### src/rtl/clk_divider_ctrl.sv
// +----------------------------------------------------------------------------+
// | clk_divider_ctrl: programmable clock divider with glitch-free divisor      |
// | switching, stop/start control and a stretched downstream reset.            |
// | Revision: 1.0                                                              |
// +----------------------------------------------------------------------------+
`default_nettype none

module clk_divider_ctrl #(
  parameter int DIV_WIDTH       = 8,
  parameter int DEFAULT_DIV     = 2,
  parameter int RST_HOLD_CYCLES = 16
) (
  input  logic                 clk,
  input  logic                 rst,
  input  logic                 enable_i,
  input  logic [DIV_WIDTH-1:0] div_i,
  input  logic                 div_load_i,
  output logic                 clk_o,
  output logic                 clk_en_o,
  output logic                 rst_o,
  output logic                 div_busy_o,
  output logic [DIV_WIDTH-1:0] div_active_o
);

  localparam logic [DIV_WIDTH-1:0] c_div_min   = DIV_WIDTH'(2);
  localparam logic [DIV_WIDTH-1:0] c_div_reset =
      (DEFAULT_DIV < 2) ? c_div_min : DIV_WIDTH'(DEFAULT_DIV);
  localparam logic [15:0]          c_hold_last = 16'(RST_HOLD_CYCLES - 1);

  typedef enum logic [1:0] {
    S_RESET_HOLD = 2'd0,
    S_RUN        = 2'd1,
    S_STOPPING   = 2'd2,
    S_STOPPED    = 2'd3
  } state_t;

  state_t                 r_state;
  logic                   r_hold_run;
  logic [DIV_WIDTH-1:0]   r_cnt;
  logic [DIV_WIDTH-1:0]   r_pend;
  logic [1:0]             r_rst_sync;
  logic [15:0]            r_hold_cnt;

  state_t                 w_state_n;
  logic                   w_running;
  logic                   w_wrap;
  logic                   w_run_n;
  logic                   w_clk_n;
  logic                   w_en_n;
  logic                   w_busy_n;
  logic                   w_rst_o_n;
  logic [DIV_WIDTH-1:0]   w_cnt_n;
  logic [DIV_WIDTH-1:0]   w_pend_n;
  logic [DIV_WIDTH-1:0]   w_act_n;
  logic [DIV_WIDTH-1:0]   w_load_val;
  logic [15:0]            w_hold_n;

  // During the reset hold the divider may already be generating periods.
  assign w_running  = (r_state == S_RESET_HOLD) ? r_hold_run
                                                : (r_state == S_RUN || r_state == S_STOPPING);
  assign w_wrap     = (r_cnt == div_active_o - 1'b1);
  assign w_load_val = (div_i < c_div_min) ? c_div_min : div_i;

  always_comb begin
    w_cnt_n  = r_cnt;
    w_run_n  = w_running;
    w_act_n  = div_active_o;
    w_pend_n = r_pend;
    w_busy_n = div_busy_o;
    w_clk_n  = clk_o;
    w_en_n   = 1'b0;

    if (w_running) begin
      if (w_wrap) begin
        // Period boundary: the only point a pending divisor may take effect.
        if (div_busy_o)
          w_act_n = r_pend;
        w_busy_n = div_load_i;
        if (div_load_i)
          w_pend_n = w_load_val;
        w_cnt_n = '0;
        w_run_n = enable_i;
        w_clk_n = enable_i;
        w_en_n  = enable_i;
      end else begin
        w_cnt_n = r_cnt + 1'b1;
        w_clk_n = (w_cnt_n < (div_active_o >> 1));
        if (div_load_i) begin
          w_pend_n = w_load_val;
          w_busy_n = 1'b1;
        end
      end
    end else begin
      if (div_load_i)
        w_act_n = w_load_val;
      else if (div_busy_o)
        w_act_n = r_pend;
      w_busy_n = 1'b0;
      w_cnt_n  = '0;
      w_run_n  = enable_i;
      w_clk_n  = enable_i;
      w_en_n   = enable_i;
    end
  end

  always_comb begin
    w_hold_n  = r_hold_cnt;
    w_rst_o_n = rst_o;
    if (rst_o && r_rst_sync[1]) begin
      if (r_hold_cnt == c_hold_last)
        w_rst_o_n = 1'b0;
      else
        w_hold_n = r_hold_cnt + 16'd1;
    end

    if (w_rst_o_n)
      w_state_n = S_RESET_HOLD;
    else if (!w_run_n)
      w_state_n = S_STOPPED;
    else if (enable_i)
      w_state_n = S_RUN;
    else
      w_state_n = S_STOPPING;
  end

  always_ff @(posedge clk or posedge rst) begin
    if (rst) begin
      r_state      <= S_RESET_HOLD;
      r_hold_run   <= 1'b0;
      r_cnt        <= '0;
      r_pend       <= '0;
      r_rst_sync   <= 2'b00;
      r_hold_cnt   <= '0;
      clk_o        <= 1'b0;
      clk_en_o     <= 1'b0;
      rst_o        <= 1'b1;
      div_busy_o   <= 1'b0;
      div_active_o <= c_div_reset;
    end else begin
      r_state      <= w_state_n;
      r_hold_run   <= w_run_n;
      r_cnt        <= w_cnt_n;
      r_pend       <= w_pend_n;
      r_rst_sync   <= {r_rst_sync[0], 1'b1};
      r_hold_cnt   <= w_hold_n;
      clk_o        <= w_clk_n;
      clk_en_o     <= w_en_n;
      rst_o        <= w_rst_o_n;
      div_busy_o   <= w_busy_n;
      div_active_o <= w_act_n;
    end
  end

endmodule

`default_nettype wire

### config.mk
export PLATFORM = sky130hd
export DESIGN_NAME = clk_divider_ctrl
export DESIGN_NICKNAME = d
export VERILOG_FILES = /design/src/rtl/clk_divider_ctrl.sv
export SDC_FILE = /design/constraint.sdc
export NUM_CORES = 1
export LEC_CHECK = 0
export CORE_MARGIN = 1.5
export CORE_UTILIZATION = 60
export DETAILED_ROUTE_END_ITERATION = 8
export PLACE_DENSITY = 0.79
export REMOVE_ABC_BUFFERS = 1
export SYNTH_ARGS = -nofsm -noshare
export SYNTH_HDL_FRONTEND = slang
export SYNTH_SLANG_ARGS = --single-unit
### constraint.sdc
create_clock -name clk -period 5.25 [get_ports clk]
set_input_delay 0.525 -clock clk [delete_from_list [all_inputs] [get_ports clk]]
set_output_delay 0.525 -clock clk [all_outputs]
set_load 0.02 [all_outputs]
-- After elaboration in Yosys (flattened, before gate mapping)
Index checks and enable logic that the tools add are counted.
- order comparisons: 2
- add/sub/neg operators: 3
- bitwise operators: 1
- eq/ne operators: 6
- mux-type cells: 22
- reductions and logical operators: 5
- operators by type and width (cell ; count):
    2-to-1 mux 8 bit ; 7
    adder 16 x 1 -> 16 bit (second input constant) ; 1
    == test 16 x 4 -> 1 bit (second input constant) ; 1
    2-to-1 mux 1 bit ; 12
    adder 8 x 1 -> 8 bit (second input constant) ; 1
    == test 8 bit ; 1
    < comparator 8 x 2 -> 1 bit (second input constant) ; 1
    < comparator 8 x 7 -> 1 bit ; 1
    subtractor 8 x 1 -> 8 bit (second input constant) ; 1
    2-to-1 mux 2 bit ; 3
    AND reduction 2 bit ; 2
    inequality test 3 x 2 -> 1 bit (second input constant) ; 1
    == test 2 x 1 -> 1 bit (second input constant) ; 1
    == test 2 bit (second input constant) ; 1
    logical NOT 2 bit ; 1
    inequality test 2 x 1 -> 1 bit (second input constant) ; 1
    logical AND 1 bit ; 1
    logical OR 1 bit ; 1
    inverter 1 bit ; 1
- output and inout bits: 12
- register bits after elaboration: 49
- word-level logic and storage cells: 50
- bits of input ports: 12

-- Logic depth before layout (Yosys ltp)
- depth in word-level cells: 6
- depth in mapped cells: 10
- gate-level depth less buffers: 8

-- Least setup slack after synthesis
No wires, ideal clock.
- kind: register to register
- start point: reg div_active_o[1]
- end point: reg div_active_o[0]
- library setup time: 128 ps
- data required time: 5122 ps
- path slack: 2815 ps
- buffers on the path: 1
- clock period less this slack: 2435 ps
- data arrival time: 2307 ps
- cell stages (with the launch flop): 10
- cell sequence: dfstp_2 > inv_1 > ha_1 > clkbuf_1 > o21bai_1 > a211oi_1 > o21bai_1 > nor2b_1 > o21ai_2 > mux2_1
- word-level cells in the longest chain between the ends: 3
- ends and longest elaborated chain (element ; RTL line ; source):
    start, declared ; 22 ; output logic [DIV_WIDTH-1:0] div_active_o
    start signal, assigned ; 138 ; div_active_o <= c_div_reset;
    start signal, assigned ; 150 ; div_active_o <= w_act_n;
    subtractor 8 x 1 -> 8 bit ; 61 ; assign w_wrap = (r_cnt == div_active_o - 1'b1);
    == test 8 bit ; 61 ;
    inequality test 2 x 1 -> 1 bit (no source line) ; - ;
Every way passes these cells.
A chain may end at the register's enable or synchronous reset.

-- Worst setup path in the final report
Same ends and word-level chain as after synthesis.

==> results.cfg <==
[status]
status = finished clean

[drt]
antenna_left = 0
routedWlPerCell_um = 16.01
drt_iter0_drc = 163
firstDrtPassIters = 4
routed_wl_um = 5556
drcViolationCount = 0
viasPerCell = 5.922
vias = 2055

[worst_hold_path]
holdPathStages = 0
min_path_type = reg -> reg

[layout]
fillers = 344
nets = 316
final-seq-area_um2 = 1229
final_cell_mix = 47 x dfrtp_1, 24 x xnor2_1, 23 x clkdlybuf4s50_1, 20 x nand2_1, 15 x nor2_1
n_antenna_cell = 0
area_growth_pct = 12.69
drive_gt1_frac = 0.08136
multi_input_area_um2 = 1411
final_cell_area_um2 = 3099
mostFrequentLayoutCell = dfrtp_1

[placement]
hpwl_um = 4097
dpl_cell_area_um2 = 2988
port_buffers = 23
place.gp.congestion = 0.8422

[timing]
worstMarginPinSlew_ns = 1.001
fin_crit_sh = 0.4906
fin_skew_ns = 0.006216
final.setup.tns_ns = 0
slew_violations = 0
finalHoldViolCount = 0
rsz0062_at_grt = false
layout_min_cycle_time_ns = 2.575
fmax_mhz = 388.3
slew_headroom = 0.3314
setup_viol = 0

[logic_synthesis]
synth-seq-area-share = 0.4468
syn_inst = 275
synth_area_um2 = 2750
synth_edf_count = 0
postSynthAreaPerCell_um2 = 10.00
yosys_warnings = 0
synth_seq_cells = 49
ys.flop_type = dfrtp_1
async_flop_share = 1.000
ys_types = 46

[clock_network]
clk_pin_slew_ns = 0.09
clock_sink_count = 49
cts_tree = built
post_cts_resize_count = 0
ctsHoldBuffers = 0
cts_root_buffer = clkbuf_8
postCtsSetupBuffers = 0
h-tree-depth = 2
cts_inserted_buffers = 5
clk_latency_ns = 0.30
clk_path_buf_depth = 2

[setup_path]
r2r_slack_ns = 2.67
timing.rr.start = div_active_o[1]$_DFFE_PP1P_
endpoint = div_active_o[0]$_DFFE_PP0P_
critPathMaxFanout = 10
worstReg2RegEnd = div_active_o[0]$_DFFE_PP0P_
cp-end-kind = flip-flop
critPathLaunch = div_active_o[1]$_DFFE_PP1P_
worst_r2r_path_depth = 8
critPathKind = reg -> reg
arrival_ns = 2.76
required_ns = 5.44
startpoint_type = flip-flop

[power_and_ir_drop]
p_per_area_nw_per_um2 = 484.1
p_seq_frac = 0.395
power_switching_uw = 597.1
pwr-share-comb = 0.425
netSwitchingFraction = 0.3980
pwr-share-clk = 0.180
p_leak_uw = 0.001391
vdd_drop_max_v = 0.0003009
internal_power_uw = 903.1

[floorplanning]
io_pins = 24
core_um2 = 4384
die_y_um = 70.70
rows = 24
start_util = 0.6273
die-area_um2 = 4998
fp.dieW_um = 70.70

[grt]
grt.total_usage = 0.2373
grt_pass1_wl_um = 9390
antenna_found_initial = 0
grt_pass1_vias = 1893
grt_overflow = 0
grt_max_degree = 50

[job]
maxCapViolCount = 0
==> area by class of cell <==
class                           count  area share
Clock buffer                        6     0.02342
Clock inverter                      2     0.01252
Inverter                           14     0.01696
Multi-Input combinational cell    201      0.4554
Sequential cell                    49      0.3964
Tap cell                           52     0.02099
Timing Repair Buffer               23     0.07428
==> worst max-delay path: stages (launching register included) <==
cell      delay [ns]
dfstp_2         0.59
inv_1           0.09
ha_1            0.28
o21bai_1        0.19
a211oi_1        0.26
o21bai_1        0.11
nor2b_1         0.17
o21ai_2         0.40
mux2_1          0.37
==> kinds of logic (layout without fill, tap and decap cells) <==
family                   after synthesis  count (layout)  share of synthesized area
adder cells (fa/ha/maj)               10              10                    0.04550
AND/OR/NAND/NOR                       88              88                     0.1729
buffers and inverters                 25              45                    0.04003
AO/OA/AOI/OAI                         55              55                     0.1319
XOR/XNOR                              30              30                    0.09554
other                                  1               1                   0.001364
flip-flops                            49              49                     0.4468
multiplexers                          17              17                    0.06597
==> cells in the mapped netlist (7+ instances only) <==
cell / instances / share of area
a21oi_1: 14 / 0.025
and3_1: 7 / 0.016
clkbuf_1: 8 / 0.011
dfrtp_1: 47 / 0.43
ha_1: 10 / 0.045
inv_1: 14 / 0.019
mux2_2: 8 / 0.033
mux2i_1: 8 / 0.029
nand2_1: 20 / 0.027
nand3_1: 12 / 0.022
nor2_1: 15 / 0.020
nor2b_1: 7 / 0.016
o211ai_1: 7 / 0.019
o21ai_0: 12 / 0.022
xnor2_1: 24 / 0.076
==> through the flow <==
step / instances / setup WS (ns) / hold slack [ns] / util / power [uW]
floorplan: 264 / 2.888 / 0.3312 / - / 1015
global placement: 339 / 2.852 / 0.3340 / 0.6815 / 1208
detailed placement: 339 / 2.720 / 0.3413 / 0.6815 / 1230
CTS: 347 / 2.703 / 0.3626 / 0.7069 / 1501
global route: 347 / 2.554 / 0.3637 / 0.7069 / 1600
finish: 347 / 2.675 / 0.3602 / 0.7069 / 1500
==> power groups by stage <==
stage / combinational, uW / sequential [uW] / clock, uW
2_1_floorplan: 408 / 608 / 0
3_5_place_dp: 632 / 597 / 0
5_1_grt: 702 / 608 / 290
6_report: 638 / 593 / 270
4_1_cts: 637 / 590 / 274
3_3_place_gp: 617 / 591 / 0
==> registers in the layout, indices dropped and copies added (netlist names) <==
register	flops
r_state	2
div_active_o	8
r_hold_run	1
clk_o	1
r_rst_sync	2
r_hold_cnt	16
r_pend	8
rst_o	1
div_busy_o	1
r_cnt	8
clk_en_o	1
==> per-layer routing <==
layer | vias to the layer above | share of wire | global-route usage
li1 | 1007 | - | -
met1 | 986 | 0.49 | 0.3767
met2 | 55 | 0.45 | 0.3458
met3 | 7 | 0.044 | 0.03134
met4 | 0 | 0.0099 | 0.06289
met5 | - | 0 | 0
==> how the worst min path moves through the flow <==
stage,start,end
detailed placement,r_rst_sync[0]$_DFF_PP0_,r_rst_sync[1]$_DFF_PP0_
finish,r_rst_sync[0]$_DFF_PP0_,r_rst_sync[1]$_DFF_PP0_
CTS,r_rst_sync[0]$_DFF_PP0_,r_rst_sync[1]$_DFF_PP0_
global placement,r_rst_sync[0]$_DFF_PP0_,r_rst_sync[1]$_DFF_PP0_
global route,r_rst_sync[0]$_DFF_PP0_,r_rst_sync[1]$_DFF_PP0_
floorplan,r_rst_sync[0]$_DFF_PP0_,r_rst_sync[1]$_DFF_PP0_
(Power assumes the default switching activity.)
